File: config.mk
export PLATFORM = sky130hd
export DESIGN_NAME = phase_sequencer
export DESIGN_NICKNAME = d
export VERILOG_FILES = /design/src/rtl/phase_sequencer.sv
export SDC_FILE = /design/constraint.sdc
export NUM_CORES = 1
export LEC_CHECK = 0
export CORE_MARGIN = 2
export CORE_UTILIZATION = 50
export CTS_CLUSTER_DIAMETER = 50
export CTS_CLUSTER_SIZE = 28
export DETAILED_ROUTE_END_ITERATION = 10
export MAX_ROUTING_LAYER = met4
export PLACE_DENSITY = 0.78
export SLEW_MARGIN = 20
export SYNTH_ARGS = -nofsm -noshare
export SYNTH_HDL_FRONTEND = slang
export SYNTH_SLANG_ARGS = --single-unit
File: constraint.sdc
create_clock -name clock -period 4.4 [get_ports clock]
set_input_delay 0.44 -clock clock [delete_from_list [all_inputs] [get_ports clock]]
set_output_delay 0.44 -clock clock [all_outputs]
set_load 0.005 [all_outputs]
File: src/rtl/phase_sequencer.sv
// Phase sequencer: drives the one-hot pipeline-register load strobes and
// handles run/pause, single-step, HLT and hazard stalls.
module phase_sequencer #(
  parameter int NPHASE = 5,
  parameter int CNT_W  = 16
) (
  input  logic              clock,
  input  logic              reset,
  input  logic              exec,
  input  logic              step,
  input  logic              halt_req,
  input  logic              stall,
  output logic [NPHASE-1:0] phasecounter,
  output logic              running,
  output logic              halted,
  output logic [CNT_W-1:0]  instr_count
);

  localparam int PW = (NPHASE > 1) ? $clog2(NPHASE) : 1;
  localparam logic [PW-1:0] PLAST = PW'(NPHASE - 1);

  typedef enum logic [1:0] {
    S_IDLE   = 2'd0,
    S_RUN    = 2'd1,
    S_STEP   = 2'd2,
    S_HALTED = 2'd3
  } state_t;

  state_t            state_q, state_d;
  logic [PW-1:0]     ptr_q, ptr_d;
  logic [NPHASE-1:0] phase_q, phase_d;
  logic [CNT_W-1:0]  cnt_q, cnt_d;
  logic              halt_pend_q, halt_pend_d;
  logic              pause_pend_q, pause_pend_d;
  logic              exec_d_q, step_d_q;

  logic exec_rise, step_rise, active, boundary;

  assign exec_rise = exec & ~exec_d_q;
  assign step_rise = step & ~step_d_q;
  assign active    = (state_q == S_RUN) || (state_q == S_STEP);
  // The last phase is issued on this edge, so the instruction completes here.
  assign boundary  = active && !stall && (ptr_q == PLAST);

  always_ff @(posedge clock or posedge reset) begin
    if (reset) begin
      state_q      <= S_IDLE;
      ptr_q        <= '0;
      phase_q      <= '0;
      cnt_q        <= '0;
      halt_pend_q  <= 1'b0;
      pause_pend_q <= 1'b0;
      exec_d_q     <= 1'b0;
      step_d_q     <= 1'b0;
    end else begin
      state_q      <= state_d;
      ptr_q        <= ptr_d;
      phase_q      <= phase_d;
      cnt_q        <= cnt_d;
      halt_pend_q  <= halt_pend_d;
      pause_pend_q <= pause_pend_d;
      exec_d_q     <= exec;
      step_d_q     <= step;
    end
  end

  always_comb begin
    state_d      = state_q;
    ptr_d        = ptr_q;
    phase_d      = '0;
    cnt_d        = cnt_q;
    halt_pend_d  = halt_pend_q;
    pause_pend_d = pause_pend_q;

    unique case (state_q)
      S_IDLE: begin
        if (exec_rise)      state_d = S_RUN;
        else if (step_rise) state_d = S_STEP;
      end
      S_RUN, S_STEP: begin
        if (halt_req)                        halt_pend_d  = 1'b1;
        if (exec_rise && state_q == S_RUN)   pause_pend_d = 1'b1;
        if (!stall) begin
          phase_d = NPHASE'(1) << ptr_q;
          ptr_d   = (ptr_q == PLAST) ? '0 : ptr_q + PW'(1);
        end
        if (boundary) begin
          cnt_d = cnt_q + CNT_W'(1);
          if (halt_pend_d)
            state_d = S_HALTED;
          else if (pause_pend_d || state_q == S_STEP)
            state_d = S_IDLE;
          halt_pend_d  = 1'b0;
          pause_pend_d = 1'b0;
        end
      end
      S_HALTED: ;
      default: state_d = S_IDLE;
    endcase
  end

  assign phasecounter = phase_q;
  assign instr_count  = cnt_q;
  assign running      = (state_q == S_RUN) || (state_q == S_STEP);
  assign halted       = (state_q == S_HALTED);

endmodule

# Word-level counts from Yosys, hierarchy flattened
# Index checks and enable logic that the tools add are counted.
# classes
addsub	2
mul	0
n_div	0
n_lt_le_gt_ge	0
n_eq_ne	7
shift	1
mux	15
bitwise_logic	5
reduce_logical	12
# ops
cell	count
$add 16x1->16 const B	1
$mux 2	5
$mux 5	2
$mux 1	6
$ne 3x3->1 const B	2
$shl 1x3->5 const A	1
$eq 2x2->1 const B	2
$pmux 2 s2	1
$reduce_and 2->1	2
$reduce_and 4->1	1
$add 3x1->3 const B	1
$eq 3x3->1 const B	1
$logic_and 1x1->1	3
$mux 3	1
$not 1->1	3
$and 1x1->1	2
$eq 2x1->1 const B	1
$logic_not 2->1	1
$logic_or 1x1->1	2
$ne 2x2->1 const B	1
$reduce_bool 2->1	1
$reduce_or 2->1	1
$logic_not 1->1	1
# totals
regBits	30
latchBits	0
mem_bits_rw	0
romBits	0
elab_cells	50
n_memories	0

# Depth between registers and ports, before layout
# Gate-level depths: netlist of run 1.
# depth
word_depth	10
depth_mapped	7

# Worst setup path after synthesis of run 1
# OpenSTA, ideal clock, no wires.
# synth_timing
path_kind	reg2reg
startpoint	register state_q[0]
endpoint	register cnt_q[15] (netlist: instr_count[15])
arrival_time_ns	1.687
slack_ns	2.590
path_stages_with_launch	8
path_buffers	1
cell_sequence	dfrtp_1 -> inv_1 -> ha_1 -> buf_4 -> nand4b_4 -> nor4_2 -> nand3_1 -> xnor2_1
# synth_via
elab_chain_cells	5
# synth_lines
item	line_no	rtl
from (decl)	29	state_t state_q, state_d;
from (signal assigned)	56	state_q <= state_d;
$eq 2x1->1 / $eq 2x2->1 (equally long branches)	--	
$logic_or 1x1->1 *	--	
net running	14	output logic running,
$logic_and 1x1->1 * (2 in series)	43	assign boundary = active && !stall && (ptr_q == PLAST);
$reduce_and 2->1 (no source line) *	--	
to (signal assigned)	59	cnt_q <= cnt_d;
to (decl)	32	logic [CNT_W-1:0] cnt_q, cnt_d;
# Mark *: on every way through the listed nets, which the timed path passes. The rest lies on a longest branch.
# A chain may end at the register's enable or synchronous reset.

# Worst setup path in the final report of run 1
# layout_timing
startpoint	register state_q[0]
endpoint	output running
# layout_via
elab_chain_cells	2
# layout_lines
item	line_no	rtl
$eq 2x1->1 / $eq 2x2->1 (equally long branches)	104	assign running = (state_q == S_RUN) || (state_q == S_STEP);
$logic_or 1x1->1 *	104	
to (decl)	14	
# Mark *: on every way between the ends. The rest lies on a longest branch, timed or not.

==> results.md, run 1 <==
* Status: finished, final reports clean
* # Max-Cap Violations at 0
* Post-route ant nets at 0
* Min Hold Slack at just under 500 ps
* Commonest cells after routing, fill and taps aside: dfrtp_1 (30), clkdlybuf4s50_1 (28), nand2_1 (12)
* Critical Path Source Type: flop
* Row Count at 19
* Worst-Margin Slew at 609 ps
* DRC at 0
* Die W at 57.2 um
* First-pass iteration count of the detailed router at 4
* IR drop worst, VDD at 649 uV
* Syn Inst Count at around 130
* Unrepaired setup endpoints after global routing: no
* R2r startpoint: state_q[0]
* Worst-path clk slew at 100 ps
* IO Port Bufs at 28
* Vias per cell at between 5 and 6
* CTS resizes at 0
* Initial antenna violation count at 0
* Final WL at 2.55 mm
* Total number of vias at 1010
* DP HPWL at 1.93 mm
* Max Slew Vio Count at 0
* Number of synthesized flops with an enable pin at 0
* Hold Path Class: input pin to asynchronous set/reset pin
* Setup-failing EPs final at 0
* Synthesized area at 0.00142 mm^2
* Reg2reg path depth at 6
* Critical R2R Capture: instr_count[13]
* Ports at 29
* CORE AREA at 0.00273 mm^2
* CTS tree: done
* Asr flop ratio synth at 100%
* CP endpoint kind: output port
* Largest net degree at the start of global routing at 31
* Clock root cell: clkbuf_4
* Power Density at 488 mW/mm^2
* Syn_area_per_cell at 11.2 um^2
* Initial DRC Count at 46
* Number of synthesis warnings at 0
* Clock sink total at 30
* Final Hold Fails at 0
* Setup Fix Bufs, Post-CTS at 0
* DIE HEIGHT at 57.2 um
* CP Max Fanout at 9
* Final min period at 2330 ps
* Most common cell after layout, fill and taps aside: dfrtp_1
* Num CTS Buffers at 5
* Max Buffers Root-to-Sink at 2
* Post-DR wirelength/cell at roughly 13 um
* WP data arrival at between 1500 and 2000 ps
* Net Count, Synth at ~140
* Cell variety after synth at 28
* Setup CP Type: flop to output port
* H-Tree Depth at 2
* Worst clock skew at slightly above 8 ps
* Post-synthesis sequential element count at 30
* Clk_lat worst skew at 340 ps
* Final period utilization at 53.0%
* Required @ worst endpoint at between 3000 and 4000 ps
* Synth-to-layout area growth at 26.7%
* Slew HR at between 50% and 60%
* Main synth FF type: dfrtp_1
* Tot GR Track Use at a little under a fifth
* Worst R2R Setup Slack at 2360 ps
* Maximum clock rate at around 0.43 GHz
* Cts hold-fix bufs at 0
* # fillers at 208
* Total die area at around 0.0033 mm^2
* Sequential-to-total area share from yosys stat at 53.0%
* Vias in the first global route at 1000
* Gr ovfl total at 0
* Total negative setup slack at 0 ps
* N_diodes at 0
* Overall power at 876 uW
* Initial core utilization at approximately 52%
* First-pass GRT wire length at 4.49 mm
* GP Congestion at 0.780
* Leak Pwr at 0.833 nW
* Final net count at about 180
* Layout cells sized above 1 at 9.38%
==> metal layers <==
layer / vias to the layer above / part of all wire, % / global-route usage, % / wire (um)
li1: 482 / - / - / -
met3: 8 / 6.3 / 7.03 / 160
met1: 482 / 42 / 21.8 / 1070
met4: 0 / 2.3 / 10.3 / 59
met5: - / 0 / - / 0
met2: 38 / 49 / 29.2 / 1260
==> power by group <==
part	leakage [nW]	switching [mW]	internal (mW)	total (mW)
Clock	0.0450	0.0961	0.118	0.214
Sequential	0.396	0.0508	0.328	0.378
Combinational	0.393	0.141	0.143	0.284
Total	0.833	0.288	0.588	0.876
==> critical path, cell delays in order (launching register included) <==
cell and delay, ps:
dfrtp_1 420, inv_1 90, ha_1 490, clkdlybuf4s50_1 570
==> final cells by class <==
| cell class | instances | area, um^2 | area share, % |
|---|---|---|---|
| clock inverter | 3 | 40.0 | 2.23 |
| multi-input combinational | 83 | 607 | 33.8 |
| tap | 31 | 38.8 | 2.16 |
| clock buffer | 5 | 37.5 | 2.09 |
| timing repair buffer | 28 | 280 | 15.6 |
| sequential | 30 | 751 | 41.8 |
| inverter | 11 | 41.3 | 2.30 |
==> registers in the layout, summed over array words and instances, names as in the netlist <==
name          flops
instr_count      16
phasecounter      5
ptr_q             3
state_q           2
exec_d_q          1
halt_pend_q       1
pause_pend_q      1
step_d_q          1
==> stage by stage <==
stage / cell area [um^2] / util [%] / std cells / setup slack (ps)
after CTS: 1800 / 65.7 / 191 / 2040
after global placement: 1720 / 62.8 / 183 / 2490
after floorplan: 1420 / - / 127 / 2590
after detailed placement: 1720 / 62.8 / 183 / 2360
after global routing: 1800 / 65.7 / 191 / 1970
final: 1800 / 65.7 / 191 / 2070
==> cell usage after synthesis (2+ instances only) <==
cell | count | area, um^2
ha_1 | 10 | 125
nand4_1 | 3 | 18.8
buf_4 | 2 | 15.0
o2bb2ai_1 | 2 | 17.5
xor2_1 | 6 | 52.6
xnor2_1 | 9 | 78.8
o21ai_0 | 3 | 15.0
nor2b_1 | 2 | 12.5
nand3_1 | 6 | 30.0
nand2b_1 | 4 | 25.0
dfrtp_1 | 30 | 751
nor2_1 | 10 | 37.5
nand2_1 | 12 | 45.0
nor3b_1 | 3 | 22.5
nor3_2 | 2 | 20.0
inv_1 | 11 | 41.3
==> worst max-delay path by stage <==
stage          depth (start not counted)  slack [ps]        from              end
6_report                               3        2070  state_q[0]          running
3_5_place_dp                           6        2360  state_q[0]  instr_count[13]
4_1_cts                                3        2040  state_q[0]          running
2_1_floorplan                          7        2590  state_q[0]  instr_count[15]
5_1_grt                                3        1970  state_q[0]          running
3_3_place_gp                           6        2490  state_q[0]  instr_count[15]
==> logic make-up after synthesis <==
group,synth area share [%]
multiplexers,0.794
AND/OR/NAND/NOR,19.6
flip-flops,53.0
adder cells (fa/ha/maj),8.83
XOR/XNOR,9.27
AO/OA/AOI/OAI,4.32
buffers and inverters,4.24
Note: power is estimated with default switching activity, not from simulation.
==> inputs of run 2 (changes only) <==
==> constraint.sdc (replaced) <==
create_clock -name clock -period 2.37 [get_ports clock]
set_input_delay 0.237 -clock clock [delete_from_list [all_inputs] [get_ports clock]]
set_output_delay 0.237 -clock clock [all_outputs]
set_load 0.005 [all_outputs]
==> run 2 against run 1 <==
Effect of this change: worst setup slack worse by 1800 ps; global-route usage is 0.25 points lower; critical path depth stayed put; clock-buffer cell count is 2 higher; largest power group unchanged; register-to-register slack worse by 2000 ps; via count is 2.9% lower; sequential power is 85% higher; wire length is 3.2% lower; critical endpoint unchanged; core utilization is 0.37 points lower.
==> results.md, run 2 (synthesis gave the netlist of run 1 again) <==
* Status: finished, final reports clean
* CORE AREA at 0.00273 mm^2
* Initial core utilization at 51.9%
* Clock root cell: clkbuf_4
* Setup CP Type: flop to output port
* IR drop worst, VDD at 668 uV
* Slew HR at 72.5%
* Vias per cell at slightly above 5
* Clk_lat worst skew at 320 ps
* N_diodes at 0
* Max Buffers Root-to-Sink at 2
* Final net count at between 150 and 200
* Critical Path Source Type: flop
* Hold Path Class: input pin to asynchronous set/reset pin
* Unrepaired setup endpoints after global routing: no
* # Max-Cap Violations at 0
* DIE HEIGHT at about 57 um
* GP Congestion at 0.783
* Setup Fix Bufs, Post-CTS at 0
* H-Tree Depth at 2
* Post-route ant nets at 0
* Worst clock skew at 9.74 ps
* Ports at 29
* Total die area at 0.00328 mm^2
* Total number of vias at 981
* CP Max Fanout at 9
* IO Port Bufs at 28
* Commonest cells after routing, fill and taps aside: dfrtp_1 (30), clkdlybuf4s50_1 (28), nand2_1 (12)
* WP data arrival at 1880 ps
* Clock sink total at 30
* Leak Pwr at approximately 0.83 nW
* CTS resizes at 0
* Num CTS Buffers at 5
* Final min period at 2120 ps
* Gr ovfl total at 0
* Post-DR wirelength/cell at ~13 um
* Largest net degree at the start of global routing at 31
* Most common cell after layout, fill and taps aside: dfrtp_1
* CTS tree: done
* Cts hold-fix bufs at 0
* CP endpoint kind: output port
* Row Count at 19
* Power Density at 864 mW/mm^2
* Final WL at 2.47 mm
* Tot GR Track Use at 18.9%
* DP HPWL at 1.90 mm
* Initial DRC Count at 25
* Worst-path clk slew at 90 ps
* Maximum clock rate at 0.472 GHz
* Number of flip-flops under the largest register name at 16
* Final Hold Fails at 0
* Total negative setup slack at 0 ps
* Die W at roughly 57 um
* Vias in the first global route at 1033
* Final period utilization at 89.3%
* Layout cells sized above 1 at 8.70%
* Worst-Margin Slew at 408 ps
* First-pass GRT wire length at 4.39 mm
* First-pass iteration count of the detailed router at 4
* Synth-to-layout area growth at 25.9%
* Setup-failing EPs final at 0
* Initial antenna violation count at 0
* Overall power at around 1.5 mW
* DRC at 0
* Required @ worst endpoint at 2130 ps
* Max Slew Vio Count at 0
-- run 2: changes by cell type in the layout (fill, tap and decap cells not counted) --
cell,before,now
inv_1,10,11
clkbuf_8,0,1
bufinv_16,1,0
inv_2,1,0
buf_4,0,1
clkinv_2,2,1
clkbuf_1,0,1
-- run 2: worst paths after layout --
kind | startpoint | to | slack [ps] | cells after the start
setup / recovery | state_q[0] | running | 250 | 3
hold / removal | reset | instr_count[12] | 280 | 3
setup reg to reg | state_q[0] | instr_count[15] | 330 | 6
hold reg to reg | instr_count[15] | instr_count[15] | 500 | 1
max in group asynchronous | reset | instr_count[14] | 1820 | 3
min in group clock | step | step_d_q | 390 | 1
-- run 2: area by class of cell --
| class | instances | area, um^2 |
|---|---|---|
| flip-flops and latches | 30 | 751 |
| clock buffers | 7 | 55.1 |
| clock inverters | 1 | 5.00 |
| repair buffers | 29 | 288 |
| fillers | 232 | 948 |
| multi-input cells | 83 | 607 |
| inverters | 11 | 41.3 |
| well taps | 31 | 38.8 |
-- run 2: power breakdown --
group	internal [mW]	leakage, nW	switching [mW]	total [mW]
sequential	0.608	0.396	0.0921	0.700
clock	0.144	0.0353	0.166	0.310
combinational	0.268	0.398	0.263	0.532
total	1.02	0.829	0.522	1.54
-- run 2: worst max-delay path, stage by stage, from the launching register on --
cell and delay [ps]:
dfrtp_1 400, inv_1 90, ha_1 480, clkdlybuf4s50_1 580
-- run 2: stage by stage --
step | std cells | instance area [um^2] | setup slack, ps | util (%) | hold slack [ps]
3_5_place_dp | 184 | 1730 | 316 | 63.1 | 483
5_1_grt | 192 | 1790 | 81.3 | 65.3 | 336
6_report | 192 | 1790 | 253 | 65.3 | 281
2_1_floorplan | 127 | 1420 | 560 | - | 268
4_1_cts | 192 | 1790 | 206 | 65.3 | 279
3_3_place_gp | 184 | 1730 | 467 | 63.1 | 469
-- run 2: routing by layer --
metal	vias to the layer above	part of all wire (%)	global-route usage [%]
li1	483	-	-
met1	468	43	20.4
met2	25	51	31.0
met3	5	4.1	4.99
met4	0	2.1	11.0
met5	-	0	-
==> inputs of run 3 (changes only) <==
--- a/config.mk
+++ b/config.mk
@@ -12,7 +12,8 @@
 export DETAILED_ROUTE_END_ITERATION = 10
 export MAX_ROUTING_LAYER = met4
 export PLACE_DENSITY = 0.78
-export SLEW_MARGIN = 20
+export SLEW_MARGIN = 25
 export SYNTH_ARGS = -nofsm -noshare
 export SYNTH_HDL_FRONTEND = slang
 export SYNTH_SLANG_ARGS = --single-unit
+export TNS_END_PERCENT = 1
==> results of run 3 <==
Final layout, timing and power as in run 2 (identical DEF).
